### src/rtl/debug_autobaud_pkg.sv
// Shared state encodings and width helper for the debug auto-baud detector.
package debug_autobaud_pkg;

   localparam logic [1:0] ST_HUNT = 2'd0;
   localparam logic [1:0] ST_WAIT = 2'd1;
   localparam logic [1:0] ST_DONE = 2'd2;

   // Width of a channel select where 0 means "no channel".
   function automatic int sel_width(input int num_rx);
      return $clog2(num_rx + 1);
   endfunction

endpackage

### src/rtl/debug_autobaud_edge.sv
// Per-channel RX sampling and edge flag; DEBUG_AUTOBAUD_SYNC_EN adds a 2-flop synchronizer.
module debug_autobaud_edge
   import debug_autobaud_pkg::*;
(
   input  logic clk,
   input  logic rst_n,
   input  logic rx_i,
   output logic samp_o,
   output logic edge_o
);

   logic samp_q, samp_d;
   logic prev_q, prev_d;

`ifdef DEBUG_AUTOBAUD_SYNC_EN
   logic [1:0] sync_q, sync_d;

   always_comb begin
      sync_d = {sync_q[0], rx_i};
      samp_d = sync_q[1];
   end

   always_ff @(posedge clk or negedge rst_n) begin
      if (!rst_n) begin
         sync_q <= '1;
      end else begin
         sync_q <= sync_d;
      end
   end
`else
   always_comb begin
      samp_d = rx_i;
   end
`endif

   always_comb begin
      prev_d = samp_q;
   end

   // Reset to the idle-high UART level so release does not fake an edge.
   always_ff @(posedge clk or negedge rst_n) begin
      if (!rst_n) begin
         samp_q <= 1'b1;
         prev_q <= 1'b1;
      end else begin
         samp_q <= samp_d;
         prev_q <= prev_d;
      end
   end

   assign samp_o = samp_q;
   assign edge_o = samp_q ^ prev_q;

endmodule

### src/rtl/debug_autobaud_mc.sv
// Multi-channel auto-baud detector: pulse-width counter, divisor history, match and lock FSM.
// Optional input synchronizer selected with DEBUG_AUTOBAUD_SYNC_EN (see debug_autobaud_edge).
module debug_autobaud_mc
   import debug_autobaud_pkg::*;
#(
   parameter  int NUM_RX    = 3,
   parameter  int CNT_W     = 14,
   parameter  int DIV_W     = 8,
   parameter  int DIV_SHIFT = 5,
   parameter  int MATCH_CNT = 3,
   parameter  int TOL       = 0,
   localparam int SEL_W     = sel_width(NUM_RX)
) (
   input  logic              clk,
   input  logic              rst_n,
   input  logic              disabled,
   input  logic              rearm,
   input  logic [NUM_RX-1:0] rx,
   output logic              wr,
   output logic [DIV_W-1:0]  div,
   output logic [SEL_W-1:0]  rx_sel,
   output logic              locked
);

   localparam logic [CNT_W-1:0] CNT_MAX = '1;
   localparam logic [DIV_W:0]   TOL_X   = (DIV_W+1)'(TOL);

   logic [NUM_RX-1:0] samp;
   logic [NUM_RX-1:0] edg;

   for (genvar g = 0; g < NUM_RX; g++) begin : g_chan
      debug_autobaud_edge u_edge (
         .clk    (clk),
         .rst_n  (rst_n),
         .rx_i   (rx[g]),
         .samp_o (samp[g]),
         .edge_o (edg[g])
      );
   end

   logic [1:0]       state_q,  state_d;
   logic [CNT_W-1:0] cnt_q,    cnt_d;
   logic [DIV_W-1:0] hist_q [MATCH_CNT];
   logic [DIV_W-1:0] hist_d [MATCH_CNT];
   logic [SEL_W-1:0] cand_q,   cand_d;
   logic [SEL_W-1:0] rx_sel_q, rx_sel_d;
   logic             wr_q,     wr_d;

   logic             edge_any;
   logic             cnt_sat;
   logic             match;
   logic             cand_line;
   logic             found;
   logic [SEL_W-1:0] cand_new;
   logic [DIV_W-1:0] div_new;
   logic [DIV_W:0]   diff;
   logic [CNT_W-1:0] cnt_next;

   always_comb begin
      edge_any = |edg;
      cnt_sat  = (cnt_q == CNT_MAX);
      div_new  = cnt_q[DIV_SHIFT +: DIV_W];
      cnt_next = edge_any ? '0 : (cnt_sat ? cnt_q : cnt_q + 1'b1);

      cand_new = '0;
      found    = 1'b0;
      for (int unsigned i = 0; i < NUM_RX; i++) begin
         if (edg[i] && !found) begin
            cand_new = SEL_W'(i + 1);
            found    = 1'b1;
         end
      end

      cand_line = 1'b0;
      for (int unsigned i = 0; i < NUM_RX; i++) begin
         if (cand_q == SEL_W'(i + 1)) begin
            cand_line = samp[i];
         end
      end

      // Every entry, including history[0] itself, must be nonzero.
      match = 1'b1;
      diff  = '0;
      for (int unsigned i = 0; i < MATCH_CNT; i++) begin
         if ({1'b0, hist_q[0]} >= {1'b0, hist_q[i]}) begin
            diff = {1'b0, hist_q[0]} - {1'b0, hist_q[i]};
         end else begin
            diff = {1'b0, hist_q[i]} - {1'b0, hist_q[0]};
         end
         if (hist_q[i] == '0 || diff > TOL_X) begin
            match = 1'b0;
         end
      end
   end

   always_comb begin
      state_d  = state_q;
      cnt_d    = cnt_q;
      hist_d   = hist_q;
      cand_d   = cand_q;
      rx_sel_d = rx_sel_q;
      wr_d     = 1'b0;

      case (state_q)
         ST_HUNT: begin
            cnt_d = cnt_next;
            if (edge_any) begin
               cand_d = cand_new;
               if (!cnt_sat) begin
                  hist_d[0] = div_new;
                  for (int unsigned i = 1; i < MATCH_CNT; i++) begin
                     hist_d[i] = hist_q[i-1];
                  end
               end
               if (disabled) begin
                  rx_sel_d = cand_new;
                  state_d  = ST_DONE;
               end
            end else if (match) begin
               wr_d    = 1'b1;
               state_d = ST_WAIT;
            end
         end
         ST_WAIT: begin
            cnt_d = cnt_next;
            if ((cnt_sat && cand_line) || disabled) begin
               rx_sel_d = cand_q;
               state_d  = ST_DONE;
            end
         end
         ST_DONE: begin
            wr_d = wr_q;
         end
         default: begin
            state_d = ST_HUNT;
         end
      endcase

      if (rearm) begin
         state_d  = ST_HUNT;
         cnt_d    = '0;
         hist_d   = '{default: '0};
         cand_d   = '0;
         rx_sel_d = '0;
         wr_d     = 1'b0;
      end
   end

   always_ff @(posedge clk or negedge rst_n) begin
      if (!rst_n) begin
         state_q  <= ST_HUNT;
         cnt_q    <= '0;
         hist_q   <= '{default: '0};
         cand_q   <= '0;
         rx_sel_q <= '0;
         wr_q     <= 1'b0;
      end else begin
         state_q  <= state_d;
         cnt_q    <= cnt_d;
         hist_q   <= hist_d;
         cand_q   <= cand_d;
         rx_sel_q <= rx_sel_d;
         wr_q     <= wr_d;
      end
   end

   assign wr     = wr_q;
   assign div    = hist_q[0];
   assign rx_sel = rx_sel_q;
   assign locked = (state_q == ST_DONE);

endmodule
### config.mk
export PLATFORM = sky130hd
export DESIGN_NAME = debug_autobaud_mc
export DESIGN_NICKNAME = d
export VERILOG_FILES = /design/src/rtl/debug_autobaud_pkg.sv /design/src/rtl/debug_autobaud_edge.sv /design/src/rtl/debug_autobaud_mc.sv
export SDC_FILE = /design/constraint.sdc
export NUM_CORES = 1
export LEC_CHECK = 0
export BUFFER_PORTS_ARGS = -buffer_cell sky130_fd_sc_hd__buf_2
export CAP_MARGIN = 30
export CORE_ASPECT_RATIO = 0.9
export CORE_UTILIZATION = 56
export DETAILED_ROUTE_END_ITERATION = 7
export PLACE_DENSITY = 0.75
export SYNTH_ARGS = -nofsm -noshare
export SYNTH_HDL_FRONTEND = slang
export SYNTH_SLANG_ARGS = --single-unit
### constraint.sdc
create_clock -name clk -period 2.5 [get_ports clk]
set_input_delay 0.25 -clock clk [delete_from_list [all_inputs] [get_ports clk]]
set_output_delay 0.25 -clock clk [all_outputs]
set_load 0.03 [all_outputs]
==> flow_summary.json, run 1 <==
{
  "max-cap-violations": 0,
  "ys_ff_latch": 51,
  "finalMaxSlewViolations": 0,
  "max_freq_mhz": 399,
  "synth_top_cell_area_share_pct": 30.7,
  "synthDistinctLibCells": 57,
  "synth.yosys.seq_area_share_pct": 35.0,
  "crit_fanout": 3,
  "synth_warnings": 0,
  "startpoint_type": "flop",
  "clk_pin_slew_ps": 100,
  "critPathRequiredTime_ps": 2750,
  "synth_top_cells_by_area": "dfrtp_1, ha_1, nand2_1, a21oi_1, dfstp_2",
  "worst_slack_ps": -7.27,
  "clock_latency_ps": 320,
  "synth_cells": 442,
  "htree_levels": 2,
  "die_h_um": 78.8,
  "violations": "setup timing",
  "cellPowerDensity_mw_per_mm2": 371,
  "leakagePower_nw": 1.83,
  "worst_ir_drop_vdd_mv": 0.377,
  "die_x_um": 87.3,
  "grt_pass1_vias": 3105,
  "nets": 512,
  "io_buffer_count": 18,
  "dp_slack_ps": 46.2,
  "core_mm2": 0.00622,
  "status": "finished, violations left",
  "yosysTopAreaCell": "dfrtp_1",
  "grt_max_degree": 34,
  "cp.arrival_ps": 2760,
  "fin_util_pct": 66.5,
  "track_usage_pct": 28.9,
  "synth_edf_count": 0,
  "synth_most_common_cell": "nand2_1",
  "hpwl_um": 6730,
  "antenna_found_initial": 0,
  "grt-ovfl-total": 0,
  "cts_sinks": 51,
  "routabilityCongestion": 0.908,
  "min_period_ps": 2510,
  "drt-initial-drc-count": 302,
  "syn_avg_cell_area_um2": 8.30,
  "root_buffer": "clkbuf_8",
  "worstSetupEndpointType": "flop",
  "async_flop_share_pct": 100,
  "post_drt_via_cell_ratio": 5.93,
  "initial_utilization_pct": 59.0,
  "drt-pass1-iter-count": 6,
  "n_antenna_cell": 0,
  "cts_tree": "built",
  "fin_skew_ps": 9.88,
  "cts_made_buffers": 5,
  "syn-num-nets": 482,
  "hp-class": "primary input to flop",
  "dieArea_mm2": 0.00688,
  "hold_violations": 0,
  "fp-row-count": 27,
  "holdWs_ps": 18.2,
  "drive_above_1_share_pct": 17.1,
  "fin_tns_setup_ps": -9.61,
  "maxSlewHeadroom_pct": 61.4,
  "io_pins": 19,
  "rsz0062_at_grt": "true",
  "synth_area_mm2": 0.00367,
  "synth_ff_type": "dfrtp_1",
  "routedWlPerCell_um": 16.9,
  "wl_um": 9440,
  "drc": 0,
  "synthToLayoutAreaGrowth_pct": 12.7,
  "num_vias": 3318,
  "synth.top_cells.by_count": "nand2_1, dfrtp_1, a21oi_1",
  "cts_buffer_depth": 2,
  "setup_viol": 2,
  "crit_type": "flop to flop",
  "worstMarginPinSlew_ps": 580,
  "period_share_pct": 100,
  "nFillCells": 544,
  "grt_pass1_wl_um": 15200,
  "ant_nets": 0
}
[per-layer routing]
layer  wire length [um]  up-vias  track usage (%)  part of all wire [%]
met5                  0        -                0                     0
met4                154        0             7.70                   1.6
met3                758       14             7.17                   8.0
met2               4200      118             42.2                    44
met1               4330     1597             42.4                    46
li1                   -     1589                -                     -
[state kept, by name (all words and copies together) (netlist names)]
name / count
hist_q: 16
cnt_q: 14
div: 8
g_chan.u_edge.prev_q: 3
g_chan.u_edge.samp_o: 3
cand_q: 2
rx_sel: 2
state_q: 2
wr: 1
[per-stage QoR]
| step | std cells | power (mW) | cell area (um^2) |
|---|---|---|---|
| 2_1_floorplan | 442 | 0.969 | 3670 |
| 3_5_place_dp | 548 | 1.03 | 3940 |
| 3_3_place_gp | 548 | 1.03 | 3940 |
| 6_report | 560 | 1.54 | 4140 |
| 4_1_cts | 558 | 1.54 | 4050 |
| 5_1_grt | 560 | 1.59 | 4140 |
[what timing repair did]
item / in CTS / in global routing
hold buffers: 1 / 0
setup endpoints to repair: 2 / 2
setup buffers: 1 / 2
gates resized for setup: 1 / 13
pin swaps: 1 / 7
endpoints found under the hold margin: 45 / 0
[kinds of logic after synthesis]
kind of cell / after synthesis / synth area share [%]
compound gates: 99 / 17.9
buf+inv: 58 / 6.78
simple gates: 180 / 23.7
flops: 51 / 35.0
fa+ha+maj: 33 / 11.3
mux: 7 / 2.05
xor+xnor: 14 / 3.34
[worst max-delay path: stages, from the launching register on]
cell       delay [ps]
dfrtp_1           410
inv_2              90
ha_4              210
nor2b_4           130
o211a_1           250
or4_4             500
a2111oi_4         370
and4_1            250
o32ai_2            90
o21ai_1           150
[placed cells by master, fill, tap and decap left out, drive strengths merged, types with 5 or more instances in the layout]
master  count
buf        47
nand4       7
nor2b       5
and3        9
nand2      73
o21ai      15
nand3      19
a21oi      40
xor2       10
and2        9
ha         33
dfstp       6
o31ai       5
nor3        6
nor4        7
inv        33
clkbuf      7
dfrtp      45
nor2       27
[layout make-up]
type | instances | area [um^2] | share of cell area [%]
Timing Repair Buffer | 48 | 318 | 7.69
Clock buffer | 7 | 86.3 | 2.09
Clock inverter | 1 | 8.76 | 0.212
Multi-Input combinational cell | 333 | 2200 | 53.3
Tap cell | 87 | 109 | 2.63
Sequential cell | 51 | 1280 | 31.1
Inverter | 33 | 124 | 3.00
[where the power goes]
group / switching, mW / internal (mW) / total [mW]
Sequential: 0.0114 / 0.843 / 0.855
Combinational: 0.118 / 0.0414 / 0.159
Clock: 0.294 / 0.228 / 0.522
Total: 0.423 / 1.11 / 1.54
[worst paths after layout]
check / startpoint / to / slack (ps) / depth (start not counted)
max reg2reg: div[1] / wr / -7 / 9
max: div[1] / wr / -7 / 9
max in group asynchronous: rst_n / hist_q[1] / 1700 / 3
min: rx[2] / g_chan[2].u_edge.samp_o / 20 / 1
min reg2reg: g_chan[2].u_edge.samp_o / g_chan[2].u_edge.prev_q / 380 / 0
min in group asynchronous: rst_n / cnt_q[0] / 430 / 3
Power figures use the tool's default switching activity.
==> run 2, diff against run 1 <==
--- a/config.mk
+++ b/config.mk
@@ -10,7 +10,7 @@
 export CORE_ASPECT_RATIO = 0.9
 export CORE_UTILIZATION = 56
 export DETAILED_ROUTE_END_ITERATION = 7
-export PLACE_DENSITY = 0.75
+export PLACE_DENSITY = 0.88
 export SYNTH_ARGS = -nofsm -noshare
 export SYNTH_HDL_FRONTEND = slang
 export SYNTH_SLANG_ARGS = --single-unit
==> run 2 against run 1 <==
Against the previous run: the run still ends with setup timing left; combinational power is 3% higher; global-route usage is 0.31 points lower; core utilization is 0.28 points higher; worst hold slack better by 1.1 ps; flip-flop and latch count stayed put; via count is 2.6% higher; total power is 0.92% lower; clock skew is 6.8 ps lower; cell count is 0.36% lower; sequential power hardly changed; critical path type unchanged; largest cell class unchanged.
==> flow_summary.json, run 2 (same netlist as run 1, synthesis figures left out) <==
{
  "fin_util_pct": 66.8,
  "min_to": "g_chan[0].u_edge.samp_o",
  "hpwl_um": 6730,
  "crit_fanout": 6,
  "cellPowerDensity_mw_per_mm2": 366,
  "die_x_um": 87.3,
  "largest_reg_flops": 16,
  "r2r-end": "wr",
  "worst_ir_drop_vdd_mv": 0.295,
  "critPathSlowestCell": "or4_4",
  "critPathRequiredTime_ps": 2750,
  "track_usage_pct": 28.6,
  "finalMaxSlewViolations": 0,
  "hold_violations": 0,
  "drc": 0,
  "period_share_pct": 101,
  "fp-row-count": 27,
  "grt_pass1_wl_um": 15200,
  "worst_slack_ps": -21.0,
  "crit_path_max_incr_delay_ps": 450,
  "root_buffer": "clkbuf_8",
  "status": "finished, violations left",
  "antenna_found_initial": 0,
  "routedWlPerCell_um": 17.1,
  "htree_levels": 2,
  "rsz0062_at_grt": "true",
  "leakagePower_nw": 1.82,
  "die_h_um": 78.8,
  "core_mm2": 0.00622,
  "min_period_ps": 2520,
  "final_cell_mix": "nand2_1, dfrtp_1, a21oi_1",
  "max-cap-violations": 0,
  "largest_register": "hist_q",
  "fin_skew_ps": 3.12,
  "grt_pass1_vias": 3220,
  "setup_viol": 2,
  "n_antenna_cell": 0,
  "ant_nets": 0,
  "grt-ovfl-total": 0,
  "reg2reg_depth": 8,
  "clk_pin_slew_ps": 100,
  "cts_sinks": 51,
  "startpoint_type": "flop",
  "cp.arrival_ps": 2770,
  "final_common_cell": "nand2_1",
  "crit_type": "flop to flop",
  "worst_r2r_startpoint": "hist_q[7]",
  "routabilityCongestion": 1.01,
  "worstMarginPinSlew_ps": 510,
  "cts_made_buffers": 5,
  "placed_cells": 544,
  "max_freq_mhz": 397,
  "nets": 510,
  "synthToLayoutAreaGrowth_pct": 13.2,
  "whs_path_depth": 1,
  "io_pins": 19,
  "drive_above_1_share_pct": 17.8,
  "hp-class": "primary input to flop",
  "grt_max_degree": 35,
  "maxSlewHeadroom_pct": 66.0,
  "post_drt_via_cell_ratio": 6.10,
  "clock_latency_ps": 320,
  "holdWs_ps": 19.3,
  "reg2reg_setup_slack_ps": -20,
  "io_buffer_count": 18,
  "cts_tree": "built",
  "num_vias": 3403,
  "drt-pass1-iter-count": 5,
  "min_from": "rx[0]",
  "cts_buffer_depth": 2,
  "initial_utilization_pct": 59.0,
  "drt-initial-drc-count": 371,
  "violations": "setup timing",
  "dieArea_mm2": 0.00688,
  "worstSetupEndpointType": "flop",
  "cp_cell_sequence": "ha_1 -> o21a_1 -> a21oi_1 -> or4_4 -> a2111oi_4 -> and4_1 -> o32ai_2 -> o21ai_1",
  "wl_um": 9550,
  "total_power_mw": 1.52,
  "fin_cells": 558
}
[run 2: cell count changes in the layout (fill, tap and decap cells not counted), sizes merged]
cell,change
buf,-2
clkbuf,-1
clkinv,+1
[run 2: worst max-delay path, delay by kind of cell, from the launching register on]
family | cells | cell delay (ps)
DFF | 1 | 440
adders and majority gates | 1 | 420
AOI/OAI and AO/OA | 5 | 890
and+or+nand+nor | 2 | 710
[run 2: worst max-delay path by stage]
| stage | end | slack (ps) | depth (start not counted) | startpoint |
|---|---|---|---|---|
| finish | wr | -20 | 8 | hist_q[7] |
| global route | state_q[0] | -110 | 9 | div[7] |
| global placement | wr | 110 | 9 | div[1] |
| detailed placement | wr | -50 | 9 | div[3] |
| CTS | state_q[0] | 30 | 9 | div[1] |
| floorplan | state_q[0] | 30 | 9 | div[1] |
[run 2: repair_timing]
action                                  CTS  global route
setup buffers                             0             5
endpoints found under the hold margin    11             0
gates resized for setup                   2            19
endpoints found under the setup margin    2             5
pin swaps                                 0             7
hold buffers                              1             0
[run 2: layout make-up]
type / count / area [um^2]
Timing Repair Buffer: 46 / 303
Clock inverter: 2 / 17.5
Tap cell: 87 / 109
Multi-Input combinational cell: 333 / 2240
Clock buffer: 6 / 72.6
Inverter: 33 / 124
Sequential cell: 51 / 1280
Fill cell: 490 / 2060
[run 2: metrics by stage]
stage	area, um^2	setup TNS (ps)	worst slack (ps)
final	4150	-30.9	-21.0
after global routing	4150	-216	-108
after CTS	4020	0	29.5
after floorplan	3670	0	29.0
after detailed placement	3910	-83.7	-48.8
after global placement	3910	0	113
[run 2: report_power, final]
part	total (mW)	internal, mW	leakage (nW)	switching [mW]
Combinational	0.163	0.0408	1.09	0.122
Sequential	0.857	0.843	0.685	0.0131
Clock	0.502	0.202	0.0454	0.300
Total	1.52	1.09	1.82	0.435
[run 2: metal layers]
layer	GRT usage [%]	share of wire [%]	vias to the layer above
met5	0	0	-
met4	12.0	2.6	0
met3	3.53	6.8	25
met2	45.5	47	153
met1	39.3	43	1642
li1	-	-	1583
==> run 3, diff against run 2 <==
--- a/config.mk
+++ b/config.mk
@@ -11,6 +11,8 @@
 export CORE_UTILIZATION = 56
 export DETAILED_ROUTE_END_ITERATION = 7
 export PLACE_DENSITY = 0.88
+export SLEW_MARGIN = 20
 export SYNTH_ARGS = -nofsm -noshare
 export SYNTH_HDL_FRONTEND = slang
 export SYNTH_SLANG_ARGS = --single-unit
+export TNS_END_PERCENT = 5
==> run 3 against run 2 <==
Against the previous run: the run now ends clean; sequential power about the same; sequential share of layout area increased by 0.24 points; core utilization decreased by 0.52 points; design area decreased by 0.78%; first-iteration DRC count increased by 25%; worst hold slack got worse by 2.7 ps; cell count decreased by 0.72%; critical path type unchanged; largest cell class unchanged; largest power group unchanged; highest routed layer unchanged.
==> flow_summary.json, run 3 (same netlist as run 1, synthesis figures left out) <==
{
  "status": "completed",
  "min_from": "rx[0]",
  "final_common_cell": "nand2_1",
  "busiest_layer": "met2",
  "synthToLayoutAreaGrowth_pct": 12.3,
  "cellPowerDensity_mw_per_mm2": 370,
  "critPathRequiredTime_ps": 2750,
  "cts_made_buffers": 5,
  "ant_nets": 0,
  "max_freq_mhz": 405,
  "root_buffer": "clkbuf_8",
  "crit_path_max_incr_delay_ps": 530,
  "cts_buffer_depth": 2,
  "worst_r2r_startpoint": "div[1]",
  "worstSetupEndpointType": "flop",
  "fin_util_pct": 66.3,
  "crit_type": "flop to flop",
  "worst_slack_ps": 33.8,
  "hold_violations": 0,
  "grt_pass1_vias": 3220,
  "wl_um": 9600,
  "dieArea_mm2": 0.00688,
  "grt_max_degree": 35,
  "io_pins": 19,
  "dp_slack_ps": -48.8,
  "placed_area_mm2": 0.00391,
  "fin_skew_ps": 4.34,
  "placed_cells": 544,
  "cts_sinks": 51,
  "holdWs_ps": 16.6,
  "maxSlewHeadroom_pct": 66.0,
  "largest_register": "hist_q",
  "cp_cell_sequence": "inv_2 -> ha_4 -> nor2b_4 -> o211a_1 -> or4_4 -> a2111oi_4 -> and4_1 -> o32ai_2 -> o21ai_1",
  "num_vias": 3422,
  "routedWlPerCell_um": 17.3,
  "clock_latency_ps": 320,
  "grt_use_met1_pct": 39.3,
  "cp.arrival_ps": 2720,
  "track_usage_pct": 28.6,
  "met2_usage_pct": 45.5,
  "drive_above_1_share_pct": 16.9,
  "worst_ir_drop_vdd_mv": 0.295,
  "min_period_ps": 2470,
  "final_cell_mix": "nand2_1, dfrtp_1, a21oi_1",
  "leakagePower_nw": 1.79,
  "drt-pass1-iter-count": 5,
  "reg2reg_depth": 9,
  "initial_utilization_pct": 59.0,
  "die_x_um": 87.3,
  "worstMarginPinSlew_ps": 510,
  "post_drt_via_cell_ratio": 6.18,
  "grt-ovfl-total": 0,
  "cts_tree": "built",
  "clk_pin_slew_ps": 100,
  "nFillCells": 493,
  "regArea_mm2": 0.00128,
  "hp-class": "primary input to flop",
  "n_antenna_cell": 0,
  "rsz0062_at_grt": "true",
  "total_power_mw": 1.52,
  "grt_pass1_wl_um": 15200,
  "drt-initial-drc-count": 463,
  "fp-row-count": 27,
  "finalMaxSlewViolations": 0,
  "core_mm2": 0.00622,
  "use_met3_pct": 3.53,
  "multi_input_area_mm2": 0.00224,
  "largest_reg_flops": 16,
  "drc": 0,
  "r2r-end": "state_q[0]",
  "routabilityCongestion": 1.01,
  "max-cap-violations": 0,
  "setup_viol": 0,
  "critPathCapture": "state_q[0]",
  "startpoint_type": "flop",
  "htree_levels": 2,
  "io_buffer_count": 18,
  "fin_cells": 554,
  "hpwl_um": 6730,
  "critPathSlowestCell": "or4_4",
  "reg2reg_setup_slack_ps": 30,
  "crit_fanout": 3,
  "die_h_um": 78.8,
  "timing.critical_path.from": "div[1]",
  "nets": 506,
  "period_share_pct": 98.6,
  "fin_tns_setup_ps": 0,
  "final_area_mm2": 0.00412,
  "antenna_found_initial": 0
}
-- run 3: power by group --
part | internal [mW] | leakage [nW] | switching, mW
clock | 0.202 | 0.0454 | 0.301
combinational | 0.0406 | 1.06 | 0.123
sequential | 0.843 | 0.685 | 0.0131
total | 1.09 | 1.79 | 0.437
-- run 3: worst min-delay path by stage --
stage | depth (start not counted) | endpoint | slack (ps)
2_1_floorplan | 0 | cand_q[0] | -50
3_3_place_gp | 1 | cnt_q[1] | 190
3_5_place_dp | 1 | cnt_q[1] | 190
4_1_cts | 1 | g_chan[0].u_edge.samp_o | 20
5_1_grt | 1 | g_chan[0].u_edge.samp_o | 10
6_report | 1 | g_chan[0].u_edge.samp_o | 20
-- run 3: layer usage --
layer  vias up  wire (um)
met5         -          0
met4         0        252
met3        28        767
met2       188       4490
met1      1630       4100
li1       1576          -
-- run 3: repair_timing --
action | 4_1_cts | 5_1_grt
pin swaps | 0 | 5
gates resized for setup | 2 | 16
hold buffers | 1 | 0
setup endpoints to repair | 2 | 5
buffers inserted | 0 | 1
hold endpoints to repair | 11 | 0
-- run 3: critical path: cells and delay by family, from the launching register on --
kind | cells | cell delay, ps
adders and majority gates | 1 | 200
and+or+nand+nor | 3 | 920
buffers and inverters | 1 | 80
AOI/OAI and AO/OA | 4 | 800
DFF | 1 | 400
-- run 3: final cells by class --
type                       instances  area share (%)
sequential                        51            31.2
multi-input combinational        333            54.4
inverter                          33            3.01
clock buffer                       6            1.76
timing repair buffer              42            6.62
tap                               87            2.64
clock inverter                     2           0.425
